`config.mk`:
```
export PLATFORM = sky130hd
export DESIGN_NAME = usb_cmd_decoder
export DESIGN_NICKNAME = d
export VERILOG_FILES = /design/src/rtl/usb_cmd_pkg.sv /design/src/rtl/uart_rx_byte.sv /design/src/rtl/usb_cmd_decoder.sv
export SDC_FILE = /design/constraint.sdc
export NUM_CORES = 1
export LEC_CHECK = 0
export ABC_CLOCK_PERIOD_IN_PS = 2400
export BUFFER_PORTS_ARGS = -buffer_cell sky130_fd_sc_hd__buf_2
export CAP_MARGIN = 10
export CORE_UTILIZATION = 49
export CTS_BUF_LIST = sky130_fd_sc_hd__clkbuf_4 sky130_fd_sc_hd__clkbuf_8
export DETAILED_ROUTE_END_ITERATION = 8
export GPL_ROUTABILITY_DRIVEN = 0
export HOLD_SLACK_MARGIN = 0.1
export PLACE_DENSITY_LB_ADDON = 0.08
export SLEW_MARGIN = 25
export SYNTH_ARGS = -nofsm -noshare
export SYNTH_HDL_FRONTEND = slang
export SYNTH_SLANG_ARGS = --single-unit
```
`constraint.sdc`:
```
create_clock -name clk -period 2.4 [get_ports clk]
set_input_delay 0.48 -clock clk [delete_from_list [all_inputs] [get_ports clk]]
set_output_delay 0.48 -clock clk [all_outputs]
set_load 0.1 [all_outputs]
```
`src/rtl/usb_cmd_pkg.sv`:
```
// Shared constants for the LITTLE-USB command path: sync byte, K codes,
// header field positions and the state encodings used by receiver and parser.
package usb_cmd_pkg;

  localparam logic [7:0] SYNC_BYTE = 8'hA5;

  localparam logic [3:0] K_SSR = 4'd0;
  localparam logic [3:0] K_PSC = 4'd1;
  localparam logic [3:0] K_MOD = 4'd2;
  localparam logic [3:0] K_ADC = 4'd3;
  localparam logic [3:0] K_CNT = 4'd4;
  localparam logic [3:0] K_SEL = 4'd5;
  localparam logic [3:0] K_DAC = 4'd6;
  localparam logic [3:0] K_MAX = K_DAC;

  localparam int HDR_Z_BIT = 7;
  localparam int HDR_A_MSB = 6;
  localparam int HDR_A_LSB = 4;
  localparam int HDR_K_MSB = 3;
  localparam int HDR_K_LSB = 0;

  typedef enum logic [2:0] {
    ST_IDLE,
    ST_HDR,
    ST_DHI,
    ST_DLO,
    ST_CHK
  } parse_state_e;

  typedef enum logic [1:0] {
    RX_IDLE,
    RX_START,
    RX_DATA,
    RX_STOP
  } rx_state_e;

  function automatic logic [7:0] frame_chk(input logic [7:0] hdr,
                                           input logic [7:0] dhi,
                                           input logic [7:0] dlo);
    return hdr ^ dhi ^ dlo;
  endfunction

endpackage

```
`src/rtl/uart_rx_byte.sv`:
```
// 8N1 UART byte receiver with 2-FF synchronizer and mid-bit sampling.
// byte_valid/stop_err pulse 1 cycle after the stop-bit sample; no backpressure.
module uart_rx_byte
  import usb_cmd_pkg::*;
#(
  parameter int CLK_DIV = 347
) (
  input  logic       clk,
  input  logic       rst,
  input  logic       rx_in,
  output logic       byte_valid,
  output logic [7:0] byte_data,
  output logic       stop_err,
  output logic       rx_busy
);

  localparam int CW = $clog2(CLK_DIV);
  localparam logic [CW-1:0] HALF_LAST = CW'(CLK_DIV / 2 - 1);
  localparam logic [CW-1:0] FULL_LAST = CW'(CLK_DIV - 1);

  logic          sync1_q, sync2_q, prev_q;
  rx_state_e     state_q, state_d;
  logic [CW-1:0] cnt_q, cnt_d;
  logic [2:0]    bit_q, bit_d;
  logic [7:0]    shift_q, shift_d;
  logic          valid_q, valid_d;
  logic          err_q, err_d;

  always_comb begin
    state_d = state_q;
    cnt_d   = cnt_q + CW'(1);
    bit_d   = bit_q;
    shift_d = shift_q;
    valid_d = 1'b0;
    err_d   = 1'b0;
    case (state_q)
      RX_IDLE: begin
        cnt_d = '0;
        if (prev_q && !sync2_q) state_d = RX_START;
      end
      RX_START: begin
        // A start bit that is high again at half-bit was a glitch.
        if (cnt_q == HALF_LAST) begin
          cnt_d   = '0;
          bit_d   = '0;
          state_d = sync2_q ? RX_IDLE : RX_DATA;
        end
      end
      RX_DATA: begin
        if (cnt_q == FULL_LAST) begin
          cnt_d   = '0;
          shift_d = {sync2_q, shift_q[7:1]};
          bit_d   = bit_q + 3'd1;
          if (bit_q == 3'd7) state_d = RX_STOP;
        end
      end
      RX_STOP: begin
        if (cnt_q == FULL_LAST) begin
          cnt_d   = '0;
          valid_d = sync2_q;
          err_d   = !sync2_q;
          state_d = RX_IDLE;
        end
      end
      default: state_d = RX_IDLE;
    endcase
  end

  always_ff @(posedge clk) begin
    if (rst) begin
      sync1_q <= 1'b1;
      sync2_q <= 1'b1;
      prev_q  <= 1'b1;
      state_q <= RX_IDLE;
      cnt_q   <= '0;
      bit_q   <= '0;
      shift_q <= '0;
      valid_q <= 1'b0;
      err_q   <= 1'b0;
    end else begin
      sync1_q <= rx_in;
      sync2_q <= sync1_q;
      prev_q  <= sync2_q;
      state_q <= state_d;
      cnt_q   <= cnt_d;
      bit_q   <= bit_d;
      shift_q <= shift_d;
      valid_q <= valid_d;
      err_q   <= err_d;
    end
  end

  assign byte_valid = valid_q;
  assign byte_data  = shift_q;
  assign stop_err   = err_q;
  assign rx_busy    = (state_q != RX_IDLE);

endmodule

```
`src/rtl/usb_cmd_decoder.sv`:
```
// Parses 5-byte A5 frames from the UART into a registered command word.
// Strobe/error 2 cycles after the CHK stop-bit sample; no backpressure.
module usb_cmd_decoder
  import usb_cmd_pkg::*;
#(
  parameter int CLK_DIV      = 347,
  parameter int TIMEOUT_BITS = 40
) (
  input  logic        clk,
  input  logic        rst,
  input  logic        rx_in,
  output logic [3:0]  cmd_k_out,
  output logic [15:0] cmd_d_out,
  output logic [2:0]  cmd_a_out,
  output logic        cmd_z_out,
  output logic        cmd_strob_out,
  output logic        frame_err_out,
  output logic        busy_out
);

  localparam int TMO_LIMIT = TIMEOUT_BITS * CLK_DIV;
  localparam int TW = $clog2(TMO_LIMIT + 1);
  localparam logic [TW-1:0] TMO_LAST = TW'(TMO_LIMIT - 1);

  logic       byte_valid, stop_err, rx_busy;
  logic [7:0] byte_data;

  uart_rx_byte #(.CLK_DIV(CLK_DIV)) u_rx (
    .clk       (clk),
    .rst       (rst),
    .rx_in     (rx_in),
    .byte_valid(byte_valid),
    .byte_data (byte_data),
    .stop_err  (stop_err),
    .rx_busy   (rx_busy)
  );

  parse_state_e  state_q, state_d;
  logic [7:0]    hdr_q, hdr_d, dhi_q, dhi_d, dlo_q, dlo_d;
  logic [TW-1:0] tmo_q, tmo_d;
  logic [3:0]    cmd_k_q, cmd_k_d;
  logic [15:0]   cmd_val_q, cmd_val_d;
  logic [2:0]    cmd_a_q, cmd_a_d;
  logic          cmd_z_q, cmd_z_d;
  logic          strob_q, strob_d, err_q, err_d;

  always_comb begin
    state_d   = state_q;
    hdr_d     = hdr_q;
    dhi_d     = dhi_q;
    dlo_d     = dlo_q;
    tmo_d     = tmo_q;
    cmd_k_d   = cmd_k_q;
    cmd_val_d = cmd_val_q;
    cmd_a_d   = cmd_a_q;
    cmd_z_d   = cmd_z_q;
    strob_d   = 1'b0;
    err_d     = 1'b0;

    // Silence timer: frozen while a byte is arriving on the line.
    if (state_q == ST_IDLE || byte_valid) tmo_d = '0;
    else if (!rx_busy)                    tmo_d = tmo_q + TW'(1);

    if (stop_err) begin
      if (state_q != ST_IDLE) begin
        err_d   = 1'b1;
        state_d = ST_IDLE;
      end
    end else if (byte_valid) begin
      case (state_q)
        ST_IDLE: if (byte_data == SYNC_BYTE) state_d = ST_HDR;
        ST_HDR: begin
          hdr_d   = byte_data;
          state_d = ST_DHI;
        end
        ST_DHI: begin
          dhi_d   = byte_data;
          state_d = ST_DLO;
        end
        ST_DLO: begin
          dlo_d   = byte_data;
          state_d = ST_CHK;
        end
        ST_CHK: begin
          state_d = ST_IDLE;
          if (byte_data == frame_chk(hdr_q, dhi_q, dlo_q) &&
              hdr_q[HDR_K_MSB:HDR_K_LSB] <= K_MAX) begin
            cmd_k_d   = hdr_q[HDR_K_MSB:HDR_K_LSB];
            cmd_a_d   = hdr_q[HDR_A_MSB:HDR_A_LSB];
            cmd_z_d   = hdr_q[HDR_Z_BIT];
            cmd_val_d = {dhi_q, dlo_q};
            strob_d   = 1'b1;
          end else begin
            err_d = 1'b1;
          end
        end
        default: state_d = ST_IDLE;
      endcase
    end else if (state_q != ST_IDLE && !rx_busy && tmo_q == TMO_LAST) begin
      err_d   = 1'b1;
      state_d = ST_IDLE;
    end
  end

  always_ff @(posedge clk) begin
    if (rst) begin
      state_q   <= ST_IDLE;
      hdr_q     <= '0;
      dhi_q     <= '0;
      dlo_q     <= '0;
      tmo_q     <= '0;
      cmd_k_q   <= '0;
      cmd_val_q <= '0;
      cmd_a_q   <= '0;
      cmd_z_q   <= 1'b0;
      strob_q   <= 1'b0;
      err_q     <= 1'b0;
    end else begin
      state_q   <= state_d;
      hdr_q     <= hdr_d;
      dhi_q     <= dhi_d;
      dlo_q     <= dlo_d;
      tmo_q     <= tmo_d;
      cmd_k_q   <= cmd_k_d;
      cmd_val_q <= cmd_val_d;
      cmd_a_q   <= cmd_a_d;
      cmd_z_q   <= cmd_z_d;
      strob_q   <= strob_d;
      err_q     <= err_d;
    end
  end

  assign cmd_k_out     = cmd_k_q;
  assign cmd_d_out     = cmd_val_q;
  assign cmd_a_out     = cmd_a_q;
  assign cmd_z_out     = cmd_z_q;
  assign cmd_strob_out = strob_q;
  assign frame_err_out = err_q;
  assign busy_out      = (state_q != ST_IDLE);

endmodule

```
==> summary.md <==
| Metric | Value |
|---|---|
| Status | complete, no violations |
| DP Area | 4470 um2 |
| Pwr Density | 583 nW/um2 |
| Post-synth top flop | dfxtp_1 |
| Post-synth ARST share | 0 |
| Post-DP HPWL | 5.44 mm |
| Setup CP Type | flip-flop to output pin |
| Clock network power share | 0.383 |
| Critical Path, Cell by Cell | nor3_1 -> inv_1 -> buf_2 |
| Fin area | 4670 um2 |
| Slew Limit Fails | 0 |
| Logic gate share of total power | 0.039 |
| Net Switching | 620 uW |
| Reg2reg setup slack | 380 ps |
| Setup_tns | 0 ps |
| Simple-gate share of the synthesized area | 0.237 |
| Initial core utilization | 0.509 |
| # diodes | 0 |
| Routed WL | 7.89 mm |
| Port buffer count | 29 |
| Synth warn | 0 |
| Die W | 94.6 um |
| Final setup fails | 0 |
| Lkg Pwr | 1.77 nW |
| Yosys top cell area share | 0.447 |
| Seq/Total Area, Yosys | 0.447 |
| Die height | 94.6 um |
| Synth Area in Adders | 0.0298 |
| Die Area | 8960 um2 |
| Unrepaired setup endpoints after global routing | no |
| Worst setup path end | busy_out |
| Post-CTS Hold Fix Bufs | 0 |
| Worst hold path class | primary input to flip-flop |
| Post-Syn Nets | 456 |
| CTS Buf Count | 9 |
| Most instantiated cells after synthesis | dfxtp_1, nor2_1, mux2i_1 |
| Most frequent cell after synthesis | dfxtp_1 |
| Post-synth EDFFs | 0 |
| First-pass GRT wire length | 13.4 mm |
| I/O pins | 30 |
| Post-synthesis mux area share | 0.119 |
| Overflow after GRT | 0 |
| RR Endpoint | u_rx.cnt_q[7]$_SDFF_PP0_ |
| Final hold violation count | 0 |
| Setup crit end kind | output pin |
| Top cells by area, synth | dfxtp_1, mux2i_1, nand2b_1 |
| Synth cell types | 45 |
| Pint | 2.10 mW |
| DRC | 0 |
| Startpoint Class | flip-flop |
| CP max FO | 14 |
| Place WS | 384 ps |
| Vias | 2994 |
| Nets | 485 |
| Number of synthesized register bits | 94 |
| H-tree depth | 3 |
| Complex-gate fraction of the synthesized area | 0.0437 |
| Final core utilization | 0.565 |
| Placed Cells | 566 |
| Post-CTS Setup Bufs | 0 |
| Syn_area_per_cell | 9.49 um2 |
| Root Buffer | clkbuf_8 |
| Post-synth top area cell | dfxtp_1 |
| Clock transition at path regs | 90 ps |
| Non-Filler Instances | 582 |
| FMAX | 467 MHz |
| Vias/cell | 5.14 |
| Core area | 8260 um2 |
| Area Overhead vs Synth | 11.0% |
| Worst Path Arrival | 1660 ps |
| Critical path origin | state_q[1]$_SDFFE_PP0P_ |
| Max-cap violations | 0 |
| CTS tree | yes |
| Num rows | 33 |
| Crit-path max cell delay | 650 ps |
| Largest net degree at the start of global routing | 88 |
| Antenna-violating nets left | 0 |
| R2r startpoint | u_rx.cnt_q[4]$_SDFF_PP0_ |
| Mapped cell area | 4210 um2 |
| Post-cts sizing count | 0 |
| WL/cell | 13.6 um |
| XOR/XNOR Fraction of Synth Area | 0.0854 |
| Power Total | 2.72 mW |
| Fin crit period | 2140 ps |
| Largest family of logic cells by synthesized area | simple AND/OR/NAND/NOR gates |
| Starting DRT DRC Count | 133 |
| Clock Latency Late Sink | 360 ps |
| FF-to-FF path depth | 5 |
| Slew headroom | 0.524 |
| Worst vdd ir | 0.287 mV |
| Clock sink count | 94 |
| Filler Cell Count | 754 |
| Synth Instances | 443 |
| Final hold slack | 307 ps |
| Post-route setup slack | 259 ps |
| Initial antenna violation count | 0 |
| Seq pwr share | 0.578 |
| Share of layout cells above drive strength 1 | 0.136 |
| Sw frac | 0.228 |
| Clock skew | 8.93 ps |
| Slowest CP cell | dfxtp_1 |
| Crit share post-route | 0.892 |
| Clk buf depth | 2 |
| Required time of the worst setup path | 1920 ps |
| Number of global-route vias before repair | 2852 |
| Tot GR Track Use | 0.192 |
| Drt pass-1 iters | 4 |
| Worst-Margin Slew | 712 ps |
## critical path, delay by kind of cell, from the launching register on
| kind | cells | cell delay [ps] |
|---|---|---|
| buffers and inverters | 2 | 520 |
| and+or+nand+nor | 1 | 140 |
| DFF | 1 | 650 |
## layer usage
layer  wire length [um]  global-route usage  part of all wire  up-vias
met5                  0                   0                 0        -
met3                159              0.0378             0.020       11
met4                133              0.0783             0.017        0
li1                   -                   -                 -     1548
met1               3790               0.238              0.48     1397
met2               3820               0.323              0.48       38
## area by class of cell
| class | instances | area, um2 | area share |
|---|---|---|---|
| Clock buffer | 10 | 131 | 0.0281 |
| Clock inverter | 6 | 62.6 | 0.0134 |
| Sequential cell | 94 | 1880 | 0.403 |
| Inverter | 10 | 37.5 | 0.00804 |
| Timing Repair Buffer | 41 | 260 | 0.0557 |
| Tap cell | 105 | 131 | 0.0281 |
| Multi-Input combinational cell | 316 | 2160 | 0.463 |
## power by group through the flow
stage	combinational (mW)	sequential [mW]	clock (mW)
global placement	0.104	1.61	0
CTS	0.108	1.57	1.07
detailed placement	0.108	1.61	0
floorplan	0.0827	1.61	0
finish	0.107	1.57	1.04
global route	0.120	1.57	1.14
## flip-flops by register name, summed over array words and instances (netlist names), named ones only
| register | count |
|---|---|
| cmd_a_out | 3 |
| cmd_d_out | 16 |
| cmd_k_out | 4 |
| cmd_strob_out | 1 |
| cmd_z_out | 1 |
| dhi_q | 8 |
| dlo_q | 8 |
| frame_err_out | 1 |
| hdr_q | 8 |
| state_q | 3 |
| tmo_q | 14 |
| u_rx.bit_q | 3 |
| u_rx.byte_data | 8 |
| u_rx.byte_valid | 1 |
| u_rx.cnt_q | 9 |
| u_rx.prev_q | 1 |
| u_rx.state_q | 1 |
| u_rx.stop_err | 1 |
| u_rx.sync1_q | 1 |
| u_rx.sync2_q | 1 |
## cell families (layout without fill, tap and decap cells)
kind of cell / Yosys count / after routing
adder cells (fa/ha/maj): 10 / 10
XOR/XNOR: 41 / 41
buffers and inverters: 33 / 67
AND/OR/NAND/NOR: 186 / 186
multiplexers: 50 / 50
flip-flops: 94 / 94
AO/OA/AOI/OAI: 29 / 29
## cells in the final DEF (no fill, tap or decap), drive strengths merged, types with 2 or more instances in the layout
master / netlist / final
buf: 8 / 41
nand3: 17 / 17
nor2: 57 / 57
clkinvlp: 0 / 3
o21ai: 4 / 4
and3: 2 / 2
a21oi: 13 / 13
nand2: 20 / 20
nand4bb: 2 / 2
xnor2: 20 / 20
nor2b: 2 / 2
clkbuf: 15 / 10
or2: 4 / 4
a31oi: 2 / 2
or3: 4 / 4
and4: 2 / 2
nand2b: 47 / 47
xor2: 21 / 21
a22oi: 2 / 2
nor3: 5 / 5
nand4: 12 / 12
mux2i: 50 / 50
clkinv: 0 / 2
inv: 10 / 10
nor3b: 5 / 5
ha: 10 / 10
dfxtp: 94 / 94
## how the worst min path moves through the flow
stage	to	start	slack [ps]	cells after the start
floorplan	u_rx.sync2_q$_SDFF_PP1_	u_rx.sync1_q$_SDFF_PP1_	390	1
global placement	u_rx.sync2_q$_SDFF_PP1_	u_rx.sync1_q$_SDFF_PP1_	390	1
detailed placement	u_rx.sync2_q$_SDFF_PP1_	u_rx.sync1_q$_SDFF_PP1_	400	1
CTS	u_rx.sync1_q$_SDFF_PP1_	rx_in	290	2
global route	u_rx.sync1_q$_SDFF_PP1_	rx_in	300	2
finish	u_rx.sync1_q$_SDFF_PP1_	rx_in	310	2
(Power assumes the default switching activity.)
